===== src/rtl/line_burst_pkg.sv =====
// Shared widths, beat index type, address type and FSM state encoding for the
// cacheline-to-burst adaptor.
package line_burst_pkg;

    localparam int LINE_W = 256;
    localparam int BEAT_W = 64;
    localparam int BEATS  = LINE_W / BEAT_W;
    localparam int IDX_W  = $clog2(BEATS);

    typedef logic [IDX_W-1:0] beat_idx_t;
    typedef logic [31:0]      rv32i_word;

    typedef enum logic [1:0] {
        ST_IDLE     = 2'd0,
        ST_RD_BURST = 2'd1,
        ST_WR_BURST = 2'd2,
        ST_DONE     = 2'd3
    } burst_state_e;

    // Clears the byte-in-line offset so the burst starts on a line boundary.
    function automatic rv32i_word line_align(input rv32i_word addr);
        return addr & ~rv32i_word'(LINE_W / 8 - 1);
    endfunction

endpackage


===== src/rtl/line_beat_buffer.sv =====
// One cacheline register split into beat slices: whole-line load, single-beat
// load at a beat index, and beat-indexed readout.
module line_beat_buffer
    import line_burst_pkg::*;
(
    input  logic                     clk,
    input  logic                     rst,
    input  logic                     line_load,
    input  logic [LINE_W-1:0]        line_data,
    input  logic                     beat_load,
    input  logic [IDX_W-1:0]         beat_idx,
    input  logic [BEAT_W-1:0]        beat_data,
    output logic [LINE_W-1:0]        line_q,
    output logic [BEAT_W-1:0]        beat_q
);

    genvar gi;
    generate
        for (gi = 0; gi < BEATS; gi++) begin : g_beat
            logic [BEAT_W-1:0] slice_reg;

            always_ff @(posedge clk or negedge rst) begin
                if (!rst) begin
                    slice_reg <= '0;
                end else if (line_load) begin
                    slice_reg <= line_data[gi*BEAT_W +: BEAT_W];
                end else if (beat_load && (beat_idx == beat_idx_t'(gi))) begin
                    slice_reg <= beat_data;
                end
            end

            assign line_q[gi*BEAT_W +: BEAT_W] = slice_reg;
        end
    endgenerate

    assign beat_q = line_q[beat_idx*BEAT_W +: BEAT_W];

endmodule


===== src/rtl/line_burst_adaptor.sv =====
// Services one 256-bit cacheline read/write from the L2 as a 4-beat 64-bit
// burst on the DRAM side, then pulses line_resp_o for one cycle.
module line_burst_adaptor
    import line_burst_pkg::*;
(
    input  logic              clk,
    input  logic              rst,
    input  logic [31:0]       line_address_i,
    input  logic              line_read_i,
    input  logic              line_write_i,
    input  logic [LINE_W-1:0] line_wdata_i,
    output logic [LINE_W-1:0] line_rdata_o,
    output logic              line_resp_o,
    output logic [31:0]       burst_address_o,
    output logic              burst_read_o,
    output logic              burst_write_o,
    output logic [BEAT_W-1:0] burst_wdata_o,
    input  logic [BEAT_W-1:0] burst_rdata_i,
    input  logic              burst_resp_i
);

    localparam logic [1:0] IDLE     = ST_IDLE;
    localparam logic [1:0] RD_BURST = ST_RD_BURST;
    localparam logic [1:0] WR_BURST = ST_WR_BURST;
    localparam logic [1:0] DONE     = ST_DONE;

    localparam beat_idx_t LAST_BEAT = beat_idx_t'(BEATS - 1);

    logic [1:0] state_reg, state_next;
    beat_idx_t  count_reg, count_next;
    rv32i_word  addr_reg, addr_next;

    logic              wline_load;
    logic              rbeat_load;
    logic [BEAT_W-1:0] wbeat;
    logic [LINE_W-1:0] wr_line_unused;
    logic [BEAT_W-1:0] rd_beat_unused;

    always_comb begin
        state_next = state_reg;
        count_next = count_reg;
        addr_next  = addr_reg;
        wline_load = 1'b0;
        rbeat_load = 1'b0;
        case (state_reg)
            IDLE: begin
                // A write wins if the requester illegally raises both.
                if (line_write_i) begin
                    addr_next  = line_align(line_address_i);
                    wline_load = 1'b1;
                    state_next = WR_BURST;
                end else if (line_read_i) begin
                    addr_next  = line_align(line_address_i);
                    state_next = RD_BURST;
                end
            end
            RD_BURST, WR_BURST: begin
                if (burst_resp_i) begin
                    rbeat_load = (state_reg == RD_BURST);
                    if (count_reg == LAST_BEAT) begin
                        count_next = '0;
                        state_next = DONE;
                    end else begin
                        count_next = count_reg + beat_idx_t'(1);
                    end
                end
            end
            DONE: begin
                state_next = IDLE;
            end
            default: begin
                state_next = IDLE;
                count_next = '0;
            end
        endcase
    end

    always_ff @(posedge clk or negedge rst) begin
        if (!rst) begin
            state_reg <= IDLE;
            count_reg <= '0;
            addr_reg  <= '0;
        end else begin
            state_reg <= state_next;
            count_reg <= count_next;
            addr_reg  <= addr_next;
        end
    end

    // Read assembly lives apart from the write capture so a write never
    // disturbs the last line returned to the cache.
    line_beat_buffer u_rd_buf (
        .clk       (clk),
        .rst       (rst),
        .line_load (1'b0),
        .line_data ('0),
        .beat_load (rbeat_load),
        .beat_idx  (count_reg),
        .beat_data (burst_rdata_i),
        .line_q    (line_rdata_o),
        .beat_q    (rd_beat_unused)
    );

    line_beat_buffer u_wr_buf (
        .clk       (clk),
        .rst       (rst),
        .line_load (wline_load),
        .line_data (line_wdata_i),
        .beat_load (1'b0),
        .beat_idx  (count_reg),
        .beat_data ('0),
        .line_q    (wr_line_unused),
        .beat_q    (wbeat)
    );

    assign burst_address_o = addr_reg;
    assign burst_read_o    = (state_reg == RD_BURST);
    assign burst_write_o   = (state_reg == WR_BURST);
    assign line_resp_o     = (state_reg == DONE);
    assign burst_wdata_o   = burst_write_o ? wbeat : '0;

endmodule


===== config.mk =====
export PLATFORM = sky130hd
export DESIGN_NAME = line_burst_adaptor
export DESIGN_NICKNAME = d
export VERILOG_FILES = /design/src/rtl/line_burst_pkg.sv /design/src/rtl/line_beat_buffer.sv /design/src/rtl/line_burst_adaptor.sv
export SDC_FILE = /design/constraint.sdc
export NUM_CORES = 1
export LEC_CHECK = 0
export CORE_MARGIN = 2
export CORE_UTILIZATION = 25
export CTS_CLUSTER_DIAMETER = 80
export CTS_CLUSTER_SIZE = 12
export DETAILED_ROUTE_END_ITERATION = 7
export PLACE_DENSITY = 0.54
export SLEW_MARGIN = 20
export SYNTH_ARGS = -nofsm -noshare
export SYNTH_HDL_FRONTEND = slang
export SYNTH_HIERARCHICAL = 1
export SYNTH_SLANG_ARGS = --single-unit

===== constraint.sdc =====
create_clock -name clk -period 6.1 [get_ports clk]
set_input_delay 0.61 -clock clk [delete_from_list [all_inputs] [get_ports clk]]
set_output_delay 0.61 -clock clk [all_outputs]
set_load 0.1 [all_outputs]

==> results of run 1 <==
per-layer routing:
| metal | up-vias | global-route usage, % | wire (um) |
|---|---|---|---|
| li1 | 10100 | - | - |
| met1 | 9900 | 19.37 | 38830 |
| met2 | 662 | 24.01 | 39790 |
| met3 | 122 | 7.285 | 10390 |
| met4 | 26 | 3.764 | 1787 |
| met5 | - | 0 | 167 |
report_power, final:
group	switching [W]	internal, W	leakage, nW
sequential	0.000786	0.00490	6.38
combinational	0.00721	0.00392	9.98
clock	0.00149	0.00176	0.774
total	0.00948	0.0106	17.1
final cells by class:
class / instances / share of cell area (%)
diodes: 7 / 0.04513
inverters: 6 / 0.05802
clock buffers: 59 / 3.720
repair buffers: 738 / 18.91
clock inverters: 9 / 0.3514
multi-input cells: 2178 / 37.09
well taps: 1488 / 4.796
flip-flops and latches: 543 / 35.03
worst max path at each step:
stage                        endpoint  slack, ps
floorplan            burst_wdata_o[0]       2910
global placement    burst_wdata_o[60]       2240
detailed placement  burst_wdata_o[60]       2270
CTS                 burst_wdata_o[60]       1560
global route         burst_wdata_o[7]       1500
finish               burst_wdata_o[7]       1710
repair_timing:
item | CTS | global route
setup buffers | 0 | 0
hold endpoints to repair | 21 | 0
hold buffers | 1 | 0
metrics by stage:
step / utilization (%) / hold slack (ps) / instances / cell area (sq um)
5_1_grt: 35.11 / 504.8 / 5024 / 38810
4_1_cts: 35.11 / 477.7 / 5021 / 38800
6_report: 35.12 / 487.2 / 5028 / 38820
3_5_place_dp: 33.67 / 479.6 / 4952 / 37210
3_3_place_gp: 33.69 / 472.5 / 4952 / 37230
2_1_floorplan: - / 314.4 / 2895 / 29050
==> flow_summary.ini, run 1 <==
[status]
status = completed

[hold_path]
holdCritStartpoint = u_wr_buf/g_beat[2].slice_reg[6]$_DFFE_PN0P_
hp-class = flip-flop to flip-flop
holdPathEnd = u_wr_buf/g_beat[2].slice_reg[6]$_DFFE_PN0P_
hold-path-cell-count = 1

[clock_tree]
tritoncts = built
cts_root_buffer = clkbuf_16
htreeDepth = 2
clkTransAtPathRegs_ps = 60
clk_latency_ps = 640
clkSinkCount = 543
cts_buffers = 55
clockBufferDepth = 3
cts_resized = 0

[route]
route.vias.total = 20810
routedWlPerCell_um = 18.09
antenna_left = 0
first_iter_violations = 1086
drt_pass1_iterations = 6
routed_wl_um = 90980
drc_errors = 0
viasPerCell = 4.138

[power_and_ir_drop]
power_w = 0.02007
power_leakage_nw = 17.13
vdd.ir_drop.worst_mv = 0.3323
pwr_density_cell_nw_per_um2 = 517.0

[floorplanning]
dieArea_sq_um = 113900
rows = 122
io_pins = 712
initial_utilization_pct = 25.17
die_x_um = 337.6
die-height_um = 337.6
core_sq_um = 110500

[yosys]
syn-mean-instance-area_sq_um = 10.84
synthCells = 2566
synth.cell_area_sq_um = 27810
ys_warn_count = 6

[sta]
hold_violations = 0
rsz0062_at_grt = no
skew_ps = 22.03
max_freq_mhz = 227.8
worst_slew_margin_rel_pct = 24.98
tns_ps = 0
min_period_ps = 4391
report.final.slew_viol_count = 0
setup-violations-final = 0
fin_crit_sh_pct = 71.98
worst_pin_slew_ps = 1122
fin_ws_ps = 1709

[setup_path]
critPathArrivalTime_ps = 3780
critical_path.endpoint_type = primary output
regToRegSetupSlack_ps = 3020
reg2reg_from = state_reg[0]$_DFFE_PN0P_
startpoint = count_reg[0]$_DFFE_PN0P_
required_ps = 5490
r2r_cells = 7
cp_num_buf_inv = 2
startpoint_type = flip-flop
worst-setup-path-type = flip-flop to primary output
cp_slowest_stage_delay_ps = 1000
crit_fanout = 34
slowest_stage = clkdlybuf4s50_1
reg2reg_to = u_rd_buf/g_beat[3].slice_reg[25]$_DFFE_PN0P_
path_cells = buf_12 -> mux4_2 -> and2_1 -> clkdlybuf4s50_1
path_delay_family = buffers and inverters
cp.depth = 4

[global_routing]
grt_pass1_vias = 21380
grt_pass1_wl_um = 134300
overflow = 0
track_usage_pct = 15.48
antenna_found_initial = 21
grt_max_degree = 325

[final_layout]
final_cell_mix = 899 x nand2_1, 690 x clkdlybuf4s50_1, 541 x dfrtp_1, 330 x conb_1, 241 x mux2_4
fin_nets = 3885
fillers = 11220
regArea_sq_um = 13600
areaGrowthSynthToFinish_pct = 39.55
layout_commonest_cell = nand2_1
drive_gt1_share_pct = 16.84
multi_input_area_sq_um = 14400

[place]
dp_hpwl_um = 62250
dp_slack_ps = 2273
gp_congestion = 0.7862
io_buffers = 701

[flow_run]
maxCapViolations = 0
Note: power is estimated with default switching activity, not from simulation.
==> run 2: changes to the inputs <==
- clock period: 6.1 -> 4.4 ns (I/O delays scaled with it)
==> flow_summary.ini, run 2 (same netlist as run 1, synthesis figures left out) <==
[status]
status = completed

[sta]
max_freq_mhz = 262.8
worst_pin_slew_ps = 1190
setup-violations-final = 0
tns_ps = 0
skew_ps = 20.98
worst_slew_margin_rel_pct = 20.44
report.final.slew_viol_count = 0
hold_violations = 0
fin_crit_sh_pct = 86.49
rsz0062_at_grt = no
min_period_ps = 3806

[clock_tree]
clockBufferDepth = 3
clk_latency_ps = 650
cts_buffers = 55
tritoncts = built
clkSinkCount = 543
cts_root_buffer = clkbuf_16
htreeDepth = 2
clkTransAtPathRegs_ps = 70
cts_resized = 0

[route]
routed_wl_um = 91770
first_iter_violations = 1103
viasPerCell = 4.147
routedWlPerCell_um = 18.22
route.vias.total = 20890
drc_errors = 0
antenna_left = 0
drt_pass1_iterations = 5

[global_routing]
grt_max_degree = 325
grt_pass1_wl_um = 135000
antenna_found_initial = 14
grt_pass1_vias = 21190
track_usage_pct = 15.54
overflow = 0

[final_layout]
drive_gt1_share_pct = 18.05
layout_commonest_cell = nand2_1
fin_nets = 3892
areaGrowthSynthToFinish_pct = 39.71
final_core_util_pct = 35.16
final_cell_mix = 899 x nand2_1, 652 x clkdlybuf4s50_1, 541 x dfrtp_1, 330 x conb_1, 241 x mux2_4
fillers = 11220
final_cell_area_sq_um = 38860
instances_no_fill = 5036

[floorplanning]
dieArea_sq_um = 113900
die_x_um = 337.6
rows = 122
initial_utilization_pct = 25.17
io_pins = 712
core_sq_um = 110500
die-height_um = 337.6

[setup_path]
path_cells = buf_12 -> mux4_2 -> and2_1 -> clkdlybuf4s50_1
required_ps = 3960
slowest_stage = clkdlybuf4s50_1
worst-setup-path-type = flip-flop to primary output
critPathArrivalTime_ps = 3370
critical_path.endpoint_type = primary output
path_delay_family = buffers and inverters
cp_slowest_stage_delay_ps = 960
crit_fanout = 19
cp_num_buf_inv = 2
startpoint_type = flip-flop

[hold_path]
hp-class = input pin to flip-flop

[flow_run]
maxCapViolations = 0

[place]
io_buffers = 701
place_area_sq_um = 37260
place_inst = 4959
gp_congestion = 0.8096
dp_hpwl_um = 62600

[power_and_ir_drop]
power_leakage_nw = 17.25
vdd.ir_drop.worst_mv = 0.5418
pwr_density_cell_nw_per_um2 = 717.2
[run 2: path summary, 6_finish.rpt]
path	start	end	slack, ps	depth (start not counted)
setup / recovery	count_reg[0]$_DFFE_PN0P_	burst_wdata_o[20]	590	4
setup reg to reg	state_reg[0]$_DFFE_PN0P_	u_rd_buf/g_beat[1].slice_reg[63]$_DFFE_PN0P_	1590	6
min in group asynchronous	rst	u_wr_buf/g_beat[1].slice_reg[35]$_DFFE_PN0P_	430	2
hold reg to reg	u_wr_buf/g_beat[2].slice_reg[50]$_DFFE_PN0P_	u_wr_buf/g_beat[2].slice_reg[50]$_DFFE_PN0P_	480	1
hold / removal	line_wdata_i[231]	u_wr_buf/g_beat[3].slice_reg[39]$_DFFE_PN0P_	370	3
max in group asynchronous	rst	u_wr_buf/g_beat[1].slice_reg[7]$_DFFE_PN0P_	2740	4
[run 2: worst min-delay path, cell delays in order]
cell	delay (ps)
clkdlybuf4s50_1	390
nand2_1	60
a31oi_1	70
[run 2: repair_timing]
item,CTS,global route
hold endpoints to repair,80,0
setup endpoints to repair,0,0
hold buffers,1,0
buffers inserted,0,0
[run 2: metrics by stage]
step	power, W	setup WS (ps)	hold WS, ps
floorplan	0.01969	1378	144.4
global placement	0.02338	1198	470.3
detailed placement	0.02351	1188	475.5
CTS	0.02821	466.8	298.8
global route	0.02925	408.2	346.2
finish	0.02787	594.4	374.9
[run 2: layer usage]
metal  share of wire (%)  GRT usage [%]  wire length (um)
met1                  43          19.64             39090
met2                  44          24.22             40520
met3                  11          7.055             10340
met4                 1.9          3.461              1719
met5                0.11              0                97
[run 2: area by class of cell]
| class | instances | area, sq um | share of cell area (%) |
|---|---|---|---|
| clock buffers | 59 | 1434 | 3.690 |
| diodes | 8 | 20.02 | 0.05152 |
| flip-flops and latches | 543 | 13600 | 34.99 |
| inverters | 6 | 22.52 | 0.05796 |
| repair buffers | 745 | 7392 | 19.02 |
| well taps | 1488 | 1862 | 4.791 |
| clock inverters | 9 | 137.6 | 0.3542 |
| multi-input cells | 2178 | 14400 | 37.05 |
[run 2: where the power goes]
part	switching (W)	internal (W)	leakage [nW]
Clock	0.00208	0.00243	0.771
Sequential	0.00109	0.00679	6.38
Combinational	0.0100	0.00547	10.1
Total	0.0132	0.0147	17.3
==> run 3: changes to the inputs <==
- CORE_UTILIZATION: 25 -> 40
- PLACE_DENSITY: 0.54 -> 0.68
==> flow_summary.ini, run 3 (same netlist as run 1, synthesis figures left out) <==
[status]
status = completed

[power_and_ir_drop]
power_w = 0.02732
internal_power_w = 0.01441
power_leakage_nw = 17.09
seqPwrFrac_pct = 28.9
pwr_density_cell_nw_per_um2 = 718.3
p_clk_share_pct = 14.8
vdd.ir_drop.worst_mv = 0.5297
power_switching_w = 0.01291
p_sw_share_pct = 47.26
p_comb_share_pct = 56.3

[floorplanning]
dieArea_sq_um = 71660
die-height_um = 267.7
initial_utilization_pct = 40.48
core_sq_um = 68710
io_pins = 712
die_x_um = 267.7
rows = 96

[route]
routedWlPerCell_um = 19.62
routed_wl_um = 87500
drt_pass1_iterations = 7
drc_errors = 0
antenna_left = 0
viasPerCell = 4.683
first_iter_violations = 1309
route.vias.total = 20880

[clock_tree]
tritoncts = built
htreeDepth = 2
clockBufferDepth = 3
cts_root_buffer = clkbuf_16
clkTransAtPathRegs_ps = 70
cts_buffers = 52
clkSinkCount = 543
clk_latency_ps = 610

[global_routing]
grt_max_degree = 325
track_usage_pct = 23.92
grt_pass1_vias = 20440
antenna_found_initial = 11
overflow = 0
grt_pass1_wl_um = 129500

[sta]
min_period_ps = 3919
worst_slew_margin_rel_pct = 19.52
tns_ps = 0
hold_violations = 0
worst_pin_slew_ps = 1203
report.final.slew_viol_count = 0
setup-violations-final = 0
fin_crit_sh_pct = 89.07
max_freq_mhz = 255.2
fin_ws_ps = 481.0
rsz0062_at_grt = no
skew_ps = 12.47

[setup_path]
path_delay_family = buffers and inverters
worst-setup-path-type = flip-flop to primary output
critPathArrivalTime_ps = 3480
crit_fanout = 28
required_ps = 3960
reg2reg_from = state_reg[0]$_DFFE_PN0P_
cp_num_buf_inv = 2
startpoint_type = flip-flop
path_cells = buf_12 -> mux4_2 -> and2_1 -> clkdlybuf4s50_1
critical_path.endpoint_type = primary output
slowest_stage = clkdlybuf4s50_1
cp_slowest_stage_delay_ps = 1000
startpoint = count_reg[0]$_DFFE_PN0P_

[place]
io_buffers = 701
dp_slack_ps = 1086
place_inst = 4389
place_area_sq_um = 36620
gp_congestion = 0.8709
dp_hpwl_um = 63180

[final_layout]
final_cell_area_sq_um = 38040
fin_nets = 3876
final_cell_mix = 899 x nand2_1, 676 x clkdlybuf4s50_1, 541 x dfrtp_1, 330 x conb_1, 241 x mux2_4
layout_commonest_cell = nand2_1
drive_gt1_share_pct = 16.91
areaGrowthSynthToFinish_pct = 36.75
instances_no_fill = 4459

[hold_path]
holdCritStartpoint = line_wdata_i[206]
hp-class = input pin to flip-flop

[flow_run]
maxCapViolations = 0
==> run 3: cell types whose count changed in the layout (fill, tap and decap cells not counted), sizes merged <==
cell	change
diode	+1
clkdlybuf4s50	+24
clkinv	+1
buf	-38
bufinv	-2
inv	-2
clkbuf	-4
==> run 3: power groups by stage <==
stage	Combinational, W	Sequential, W	Clock [W]
2_1_floorplan	0.00816	0.0115	0
3_3_place_gp	0.0153	0.00788	0
3_5_place_dp	0.0154	0.00793	0
4_1_cts	0.0154	0.00788	0.00417
5_1_grt	0.0161	0.00811	0.00436
6_report	0.0154	0.00789	0.00405
==> run 3: area by class of cell <==
type	instances	area, sq um
tap	931	1165
timing repair buffer	732	7445
multi-input combinational	2178	14400
clock inverter	6	70.07
antenna	9	22.52
inverter	6	22.52
fill	6067	30670
sequential	543	13600
clock buffer	54	1319
==> run 3: repair_timing <==
item / 4_1_cts / 5_1_grt
buffers inserted: 0 / 0
resized for setup: 0 / 0
endpoints found under the setup margin: 0 / 0
hold endpoints to repair: 77 / 0
hold buffers: 1 / 0
==> run 3: per-layer routing <==
layer  vias up  track usage (%)  routed length (um)
li1      10080                -                   -
met1     10100            28.83               34840
met2       567            41.77               44180
met3       124            6.620                6219
met4        10            6.659                2196
met5         -                0                  60
==> run 3: worst paths after layout <==
kind / to / slack [ps] / cells after the start
max: burst_wdata_o[2] / 480 / 4
min: u_wr_buf/g_beat[3].slice_reg[14]$_DFFE_PN0P_ / 400 / 3
max reg2reg: u_rd_buf/g_beat[0].slice_reg[47]$_DFFE_PN0P_ / 1710 / 6
min reg2reg: u_rd_buf/g_beat[2].slice_reg[50]$_DFFE_PN0P_ / 490 / 1
max in group asynchronous: u_rd_buf/g_beat[0].slice_reg[18]$_DFFE_PN0P_ / 2950 / 3
min in group asynchronous: u_wr_buf/g_beat[2].slice_reg[48]$_DFFE_PN0P_ / 470 / 2
==> run 3: worst register-to-register path: cells and delay by family (launching register included) <==
family / cells / cell delay, ps
flops: 1 / 380
simple gates: 1 / 320
fa+ha+maj: 1 / 350
mux: 1 / 430
compound gates: 1 / 570
buf+inv: 2 / 540
==> run 3: per-stage QoR <==
step	util [%]	hold WS, ps
floorplan	-	144.4
CTS	55.33	360.1
detailed placement	53.30	480.6
global placement	53.30	469.5
finish	55.36	398.9
global route	55.34	392.6
